--- src/rtl/universal_shift_register.sv ---
// N-bit register with hold, parallel load and multi-cycle shift-left/right,
// each started by a start strobe and ended by a done pulse. USR_ROTATE_EN turns shifts into rotates.
module universal_shift_register #(
  parameter int N  = 8,
  parameter int AW = $clog2(N) + 1
) (
  input  logic          clk,
  input  logic          reset,
  input  logic          start,
  input  logic [1:0]    mode,
  input  logic [AW-1:0] amount,
  input  logic [N-1:0]  I,
  input  logic          sin_l,
  input  logic          sin_r,
  output logic [N-1:0]  Q,
  output logic          sout,
  output logic          busy,
  output logic          done
);

  typedef enum logic {IDLE, SHIFT} state_t;

  localparam logic [1:0] M_HOLD  = 2'b00;
  localparam logic [1:0] M_LEFT  = 2'b01;
  localparam logic [1:0] M_RIGHT = 2'b10;
  localparam logic [1:0] M_LOAD  = 2'b11;

  state_t        state_q, state_d;
  logic [1:0]    mode_q, mode_d;
  logic [AW-1:0] cnt_q, cnt_d;
  logic [N-1:0]  q_q, q_d;
  logic          sout_q, sout_d;
  logic          done_q, done_d;
  logic          ins_l, ins_r;

`ifdef USR_ROTATE_EN
  // Rotate build: the wrapped bit replaces the serial input.
  logic unused_sin;
  assign unused_sin = sin_l ^ sin_r;
  assign ins_l = q_q[N-1];
  assign ins_r = q_q[0];
`else
  assign ins_l = sin_l;
  assign ins_r = sin_r;
`endif

  always_ff @(posedge clk) begin
    if (reset) begin
      state_q <= IDLE;
      mode_q  <= M_HOLD;
      cnt_q   <= '0;
      q_q     <= '0;
      sout_q  <= 1'b0;
      done_q  <= 1'b0;
    end else begin
      state_q <= state_d;
      mode_q  <= mode_d;
      cnt_q   <= cnt_d;
      q_q     <= q_d;
      sout_q  <= sout_d;
      done_q  <= done_d;
    end
  end

  always_comb begin
    state_d = state_q;
    mode_d  = mode_q;
    cnt_d   = cnt_q;
    q_d     = q_q;
    sout_d  = sout_q;
    done_d  = 1'b0;
    unique case (state_q)
      IDLE: begin
        if (start) begin
          unique case (mode)
            M_HOLD: done_d = 1'b1;
            M_LOAD: begin
              q_d    = I;
              done_d = 1'b1;
            end
            default: begin
              if (amount == '0) begin
                done_d = 1'b1;
              end else begin
                mode_d  = mode;
                cnt_d   = amount;
                state_d = SHIFT;
              end
            end
          endcase
        end
      end
      SHIFT: begin
        if (mode_q == M_LEFT) begin
          q_d    = {q_q[N-2:0], ins_l};
          sout_d = q_q[N-1];
        end else begin
          q_d    = {ins_r, q_q[N-1:1]};
          sout_d = q_q[0];
        end
        cnt_d = cnt_q - AW'(1);
        // Last shift: return to IDLE and flag completion for the next cycle.
        if (cnt_q == AW'(1)) begin
          state_d = IDLE;
          done_d  = 1'b1;
        end
      end
      default: state_d = IDLE;
    endcase
  end

  assign Q    = q_q;
  assign sout = sout_q;
  assign busy = (state_q == SHIFT);
  assign done = done_q;

endmodule

--- config.mk ---
export PLATFORM = sky130hd
export DESIGN_NAME = universal_shift_register
export DESIGN_NICKNAME = d
export VERILOG_FILES = /design/src/rtl/universal_shift_register.sv
export SDC_FILE = /design/constraint.sdc
export NUM_CORES = 1
export LEC_CHECK = 0
export ABC_AREA = 1
export CAP_MARGIN = 20
export CORE_ASPECT_RATIO = 0.9
export CORE_MARGIN = 10
export CORE_UTILIZATION = 25
export DETAILED_ROUTE_END_ITERATION = 6
export REMOVE_ABC_BUFFERS = 1
export SETUP_SLACK_MARGIN = 0.5
export SLEW_MARGIN = 20
export SYNTH_ARGS = -nofsm -noshare
export SYNTH_HDL_FRONTEND = slang
export SYNTH_SLANG_ARGS = --single-unit
--- constraint.sdc ---
create_clock -name clk -period 1 [get_ports clk]
set_input_delay 0.2 -clock clk [delete_from_list [all_inputs] [get_ports clk]]
set_output_delay 0.2 -clock clk [all_outputs]
set_load 0.05 [all_outputs]
### Word-level counts from Yosys, hierarchy flattened

Index checks and enable logic that the tools add are counted.

| storage, ports and cells | value |
|---|---|
| output and inout port bits | 11 |
| input port bits | 19 |
| logic and storage cells | 42 |
| bits in registers | 17 |

| operators by class | value |
|---|---|
| add/subtract/negate cells | 1 |
| bitwise logic cells | 3 |
| equality and inequality tests | 7 |
| reduce and logical (&&, ||, !) cells | 6 |
| multiplexer cells | 19 |

Operators by type and width:

| cell | number |
|---|---|
| $mux W8 | 3 |
| $pmux W8 S2 | 1 |
| $mux W4 | 3 |
| $mux W1 | 9 |
| $pmux W4 S2 | 1 |
| $ne A2 B2 Y1 const B | 3 |
| $eq A4 B1 Y1 const B | 1 |
| $logic_not A4 Y1 | 1 |
| $pmux W1 S2 | 2 |
| $reduce_and A4 Y1 | 1 |
| $sub A4 B1 Y4 const B | 1 |
| $not A1 Y1 | 3 |
| $reduce_and A3 Y1 | 1 |
| $eq A2 B1 Y1 const B | 1 |
| $eq A2 B2 Y1 const B | 1 |
| $logic_not A2 Y1 | 1 |
| $ne A2 B1 Y1 const B | 1 |
| $reduce_and A2 Y1 | 1 |
| $reduce_or A2 Y1 | 1 |

### Longest topological paths before layout

Gate-level depths: netlist (run 1).

| depth | value |
|---|---|
| depth in word-level cells | 5 |
| mapped depth | 8 |
| depth with buffers taken out | 8 |

### Worst setup path before layout (run 1)

No wires, ideal clock.

| timing path | value |
|---|---|
| path kind | reg-to-reg |
| from | reg state_q (netlist: busy) |
| to | reg state_q (netlist: busy) |
| stages on the path, launching flop included | 5 |
| buffers on the path | 1 |
| arrival time | 1.246 ns |
| slack | -0.304 ns |
| library setup time | 0.058 ns |
| required time | 0.942 ns |
| cells stage by stage | dfxtp_1 -> inv_2 -> buf_6 -> a31oi_1 -> o21a_1 |

| on the way | value |
|---|---|
| cells in the longest elaborated chain, start to end | 2 |

RTL lines:

| element | RTL line | RTL |
|---|---|---|
| start: declaration | 28 | `state_t state_q, state_d;` |
| start signal: assignment | 56 | `state_q <= state_d;` |
| $not A1 Y1 (no source line) | - |  |
| $pmux W1 S2 * | 72 | `unique case (state_q)` |

Mark *: on every way between the ends. The rest lies on a longest branch, timed or not.
A chain may end at the register's enable or synchronous reset.

### Worst setup path in the final report (run 1)

| timing path | value |
|---|---|
| from | reg state_q (netlist: busy) |
| to | out busy |

RTL lines:

| element | RTL line | RTL |
|---|---|---|
| end: declaration | 17 | `output logic busy,` |

No word-level cell between the ends.

==> results of run 1 <==
==> repair_timing <==
action / 4_1_cts / 5_1_grt
gates cloned: 1 / 1
endpoints found under the setup margin: 28 / 28
resized for setup: 61 / 21
setup buffers: 5 / 6
hold endpoints to repair: 0 / 0
pin swaps: 12 / 9
==> stage by stage <==
stage	utilization	std cells	hold slack [ps]
floorplan	-	134	269
detailed placement	0.420	231	475
global route	0.504	248	243
finish	0.504	248	227
CTS	0.477	241	223
global placement	0.420	231	467
==> state kept, by name (all words and copies together) (netlist names) <==
signal	cells
busy	1
sout	1
done	1
cnt_q	4
Q	8
mode_q	2
==> worst max-delay path, delay by kind of cell (launching register included) <==
family                 cells  cell delay, ps
DFF                        1             370
buffers and inverters      2             270
==> per-layer routing <==
layer	track usage	routed length, µm	up-vias
met5	0	0	-
met4	0.0411	53	0
met3	0.0286	189	4
met2	0.171	1830	34
met1	0.108	1530	551
li1	-	-	597
==> placed cells by master, fill, tap and decap left out, types with 2 or more instances in the layout <==
master	instances
buf_4	27
nand2_1	23
o21ai_1	14
buf_12	12
a21oi_1	11
clkdlybuf4s50_1	10
o21ai_0	9
inv_1	8
nand3_1	8
dfxtp_4	7
dfxtp_2	7
a21oi_2	7
inv_2	5
nand2_2	5
dlygate4sd2_1	5
buf_6	5
inv_4	3
nand4_1	3
nor2_1	3
ha_4	3
clkbuf_8	3
dfxtp_1	3
nor2_2	2
nand2_4	2
nand3_2	2
buf_2	2
==> final timing paths <==
path | from | endpoint | slack [ps]
hold reg to reg | mode_q[1]$_SDFFE_PP0P_ | mode_q[1]$_SDFFE_PP0P_ | 510
setup / recovery | busy$_SDFF_PP0_ | busy | -90
setup reg to reg | busy$_SDFF_PP0_ | Q[5]$_SDFFE_PP0P_ | -50
hold / removal | mode[0] | mode_q[0]$_SDFFE_PP0P_ | 230
==> cell type report <==
| cell class | count | area [µm²] | share of cell area |
|---|---|---|---|
| repair inverters | 1 | 5.00 | 0.00266 |
| clock inverters | 1 | 5.00 | 0.00266 |
| multi-input cells | 101 | 657 | 0.350 |
| flip-flops and latches | 17 | 375 | 0.200 |
| well taps | 46 | 57.6 | 0.0306 |
| repair buffers | 62 | 663 | 0.353 |
| clock buffers | 3 | 41.3 | 0.0220 |
| inverters | 17 | 75.1 | 0.0399 |
==> kinds of logic after synthesis <==
group / Yosys count
AOI/OAI and AO/OA: 45
DFF: 17
and+or+nand+nor: 52
adders and majority gates: 3
buffers and inverters: 22
==> power by group <==
part / total, mW / switching, mW / internal (mW)
logic: 1.10 / 0.554 / 0.548
clock network: 0.537 / 0.259 / 0.277
registers: 0.834 / 0.0755 / 0.758
total: 2.47 / 0.889 / 1.58
==> impl_metrics.py, run 1 <==
metrics = {
    "global_routing": {
        "antenna_found_initial": 0,
        "overflow": 0,
        "grt_pass1_wl_um": 5510,
        "grt_max_degree": 18,
        "grt_pass1_vias": 1172,
        "track_usage": 0.0980,
    },
    "clock_network": {
        "hold_buffers": 0,
        "cts_tree": "built",
        "clock_path_buffers": 2,
        "cts_root_buf": "clkbuf_8",
        "cts_max_level": 1,
        "clk_pin_slew_ps": 60,
        "cts_buffers": 3,
        "clkSinkCount": 17,
        "insertion_delay_ps": 260,
    },
    "yosys": {
        "ys_top_cells_by_area": "dfxtp_1, nand2_1, o21ai_0, a21oi_1, inv_1",
        "post-synth-top-count-cell": "nand2_1",
        "synth_common_cells": "nand2_1, o21ai_0, dfxtp_1",
        "synth_top_family_by_area": "compound AO/OA/AOI/OAI gates",
        "synth-async-reset-ratio": 0,
        "synth-main-ff-cell": "dfxtp_1",
        "synth_compound_area_frac": 0.254,
        "synth-edff-count": 0,
        "ys_seq_area_frac": 0.351,
        "syn_inst": 139,
        "synth_top_area_frac": 0.351,
        "synthSimpleGateAreaFrac": 0.250,
        "synth_xor_area_frac": 0,
        "yosysWarningCount": 0,
        "avgSynthCellArea_um2": 6.99,
        "post_synth_fa_ha_maj_area_fraction": 0.0387,
        "muxShareOfSynthArea": 0,
        "syn_area_um2": 971,
        "synth_seq_cells": 17,
        "synth.distinct_cells": 23,
        "synth_top_cell_by_area": "dfxtp_1",
    },
    "floorplanning": {
        "die_w_um": 85.7,
        "die_h_um": 79.1,
        "rows": 21,
        "die_area_mm2": 0.00678,
        "core_mm2": 0.00373,
        "num_io_pins": 30,
        "start_util": 0.260,
    },
    "timing": {
        "slew_headroom": 0.819,
        "rsz0062_at_grt": "yes",
        "fmax_ghz": 0.918,
        "fin_skew_ps": 11.8,
        "maxSlewViolCount": 0,
        "setup_slack_ps": -89.8,
        "min_period_ps": 1090,
        "setup-tns-final_ps": -516,
        "finalCritPeriodShare": 1.09,
        "timing_hold_violations_final": 0,
        "tightest_slew_ps": 270,
        "setup_viol": 16,
    },
    "final_layout": {
        "stdcell_area_mm2": 0.00188,
        "final_net_count": 225,
        "area_growth_pct": 93.6,
        "drive_gt1_frac": 0.505,
        "fillers": 336,
        "diodes": 0,
    },
    "worst_setup_path": {
        "reg2reg_depth": 5,
        "path_cells": "buf_6, buf_12",
        "cp_slowest_stage_delay_ps": 370,
        "crit_fanout": 4,
        "end_kind": "output port",
        "arrival_ps": 890,
        "cp_slowest_cell": "dfxtp_4",
        "path_class": "flop to output port",
        "required_ps": 800,
        "cp-start-kind": "flop",
    },
    "placement": {
        "place_area_mm2": 0.00157,
        "portBuffers": 29,
        "dp_hpwl_um": 2260,
        "pre_cts_slack_ps": -632,
        "gp_congestion": 0.856,
    },
    "power": {
        "power-per-cell-area_mw_per_mm2": 1320,
        "power_mw": 2.47,
        "leakage_nw": 0.775,
        "vdd_drop_max_mv": 0.580,
    },
    "routing": {
        "antenna_left": 0,
        "drc": 0,
        "routedWlPerCell_um": 14.5,
        "first_pass_iters": 4,
        "vias": 1186,
        "drt_iter0_drc": 66,
        "finalWirelength_um": 3600,
        "viasPerCell": 4.78,
    },
    "run_status": {
        "status": "finished with violations",
        "violations": "negative setup slack",
    },
    "flow_run": {
        "maxCapViolations": 0,
    },
    "hold_path": {
        "hold_depth": 3,
        "min_path_type": "input pin to flop",
    },
}
No activity file was read; power rests on OpenSTA's default activity.
==> inputs of run 2 (changes only) <==
Settings changed: CAP_MARGIN 20 to not set, CORE_MARGIN 10 to 5.
==> run 2 against run 1 <==
The flow still finishes with violations (negative setup slack). Via count is 2.0% lower. Clock power is 3.9% lower. Sequential share of layout area hardly changed. Cell count is 0.40% lower. Total power is 1.3% lower. Critical path depth is 1 higher. Critical endpoint unchanged. Highest routed layer unchanged.
==> impl_metrics.py, run 2 (same netlist as run 1, synthesis figures left out) <==
metrics = {
    "global_routing": {
        "grt_pass1_wl_um": 5200,
        "antenna_found_initial": 0,
        "grt_max_degree": 13,
        "overflow": 0,
        "track_usage": 0.127,
        "grt_pass1_vias": 1101,
    },
    "clock_network": {
        "clkSinkCount": 17,
        "clk_pin_slew_ps": 60,
        "cts_buffers": 3,
        "clock_path_buffers": 2,
        "cts_max_level": 1,
        "insertion_delay_ps": 250,
        "cts_tree": "built",
        "cts_root_buf": "clkbuf_8",
        "hold_buffers": 0,
    },
    "placement": {
        "dp_hpwl_um": 2150,
        "portBuffers": 29,
        "place_area_mm2": 0.00157,
        "gp_congestion": 0.872,
    },
    "timing": {
        "fin_skew_ps": 2.54,
        "setup_slack_ps": -191,
        "maxSlewViolCount": 0,
        "tightest_slew_ps": 201,
        "setup_viol": 8,
        "fmax_ghz": 0.839,
        "finalCritPeriodShare": 1.19,
        "timing_hold_violations_final": 0,
        "slew_headroom": 0.866,
        "hold_slack_ps": 215,
        "rsz0062_at_grt": "yes",
        "min_period_ps": 1190,
    },
    "floorplanning": {
        "start_util": 0.260,
        "num_io_pins": 30,
        "core_mm2": 0.00373,
        "die_area_mm2": 0.00523,
        "die_w_um": 75.7,
        "die_h_um": 69.1,
        "rows": 21,
    },
    "worst_setup_path": {
        "arrival_ps": 990,
        "worstReg2RegStart": "cnt_q[1]$_SDFFE_PP0P_",
        "required_ps": 800,
        "cp_common_cell": "buf_12",
        "reg2reg_depth": 7,
        "ff2ff_setup_slack_ps": -100,
        "cp_slowest_stage_delay_ps": 370,
        "cp_slowest_cell": "dfxtp_4",
        "cp-start-kind": "flop",
        "path_cells": "buf_12, buf_6, buf_12",
        "crit_fanout": 5,
        "end_kind": "output port",
        "timing.rr.end": "cnt_q[1]$_SDFFE_PP0P_",
        "path_class": "flop to output port",
    },
    "routing": {
        "finalWirelength_um": 3250,
        "drc": 0,
        "first_pass_iters": 4,
        "viasPerCell": 4.70,
        "drt_iter0_drc": 55,
        "routedWlPerCell_um": 13.2,
        "antenna_left": 0,
        "vias": 1162,
    },
    "flow_run": {
        "maxCapViolations": 0,
    },
    "power": {
        "leakage_nw": 0.773,
        "vdd_drop_max_mv": 0.785,
        "power-per-cell-area_mw_per_mm2": 1280,
    },
    "final_layout": {
        "diodes": 0,
        "final_net_count": 224,
        "largest_reg_flops": 8,
        "final_common_cell": "buf_4",
        "utilization": 0.509,
        "area_growth_pct": 95.6,
        "final_cell_mix": "buf_4, nand2_1, o21ai_0",
        "stdcell_area_mm2": 0.00190,
        "drive_gt1_frac": 0.512,
    },
    "hold_path": {
        "worstHoldEndpoint": "mode_q[1]$_SDFFE_PP0P_",
        "min_path_type": "input pin to flop",
        "hold_depth": 3,
        "hold_start": "mode[1]",
    },
    "run_status": {
        "status": "finished with violations",
        "violations": "negative setup slack",
    },
}
==> run 2: area by class of cell <==
cell class,count,area (µm²)
Sequential cell,17,379
Tap cell,46,57.6
Clock buffer,4,45.0
Fill cell,364,1830
Multi-Input combinational cell,102,686
Timing Repair Buffer,61,656
Inverter,17,76.3
==> run 2: what timing repair did <==
action                                  CTS  global route
endpoints found under the setup margin   28            28
buffers inserted                          7             3
gates resized for setup                  56            25
gates cloned                              2             0
pin swaps                                 9             6
==> run 2: how the worst max path moves through the flow <==
stage                     from                     to  slack (ps)  cells past startpoint
3_3_place_gp           mode[0]  cnt_q[2]$_SDFFE_PP0P_        -580                      9
6_report       busy$_SDFF_PP0_                   busy        -190                      3
3_5_place_dp           mode[0]  cnt_q[2]$_SDFFE_PP0P_        -620                      9
5_1_grt        busy$_SDFF_PP0_                   busy        -220                      3
4_1_cts        busy$_SDFF_PP0_                   busy        -190                      3
2_1_floorplan  busy$_SDFF_PP0_        busy$_SDFF_PP0_        -650                      4
==> run 2: layer usage <==
layer	GRT usage	up-vias	routed length [µm]
li1	-	598	-
met1	0.183	531	1550
met2	0.177	26	1490
met3	0.0392	7	152
met4	0.0427	0	53
met5	0	-	0
==> run 2: worst max-delay path: cells and delay by family (launching register included) <==
family / cells / cell delay, ps
flip-flops: 1 / 370
buffers and inverters: 3 / 380
==> run 2: through the flow <==
step | std cells | setup WS, ps | setup TNS [ps] | power [mW]
final | 247 | -191 | -569 | 2.44
after global routing | 247 | -217 | -1380 | 2.57
after CTS | 244 | -186 | -975 | 2.36
after detailed placement | 231 | -622 | -8620 | 1.72
after global placement | 231 | -585 | -8310 | 1.72
after floorplan | 134 | -648 | -9360 | 1.24
==> run 2: where the power goes <==
| part | internal [mW] | total [mW] | leakage [nW] | switching [mW] |
|---|---|---|---|---|
| Sequential | 0.757 | 0.836 | 0.148 | 0.0789 |
| Clock | 0.283 | 0.516 | 0.0228 | 0.233 |
| Combinational | 0.545 | 1.09 | 0.602 | 0.543 |
| Total | 1.58 | 2.44 | 0.773 | 0.855 |
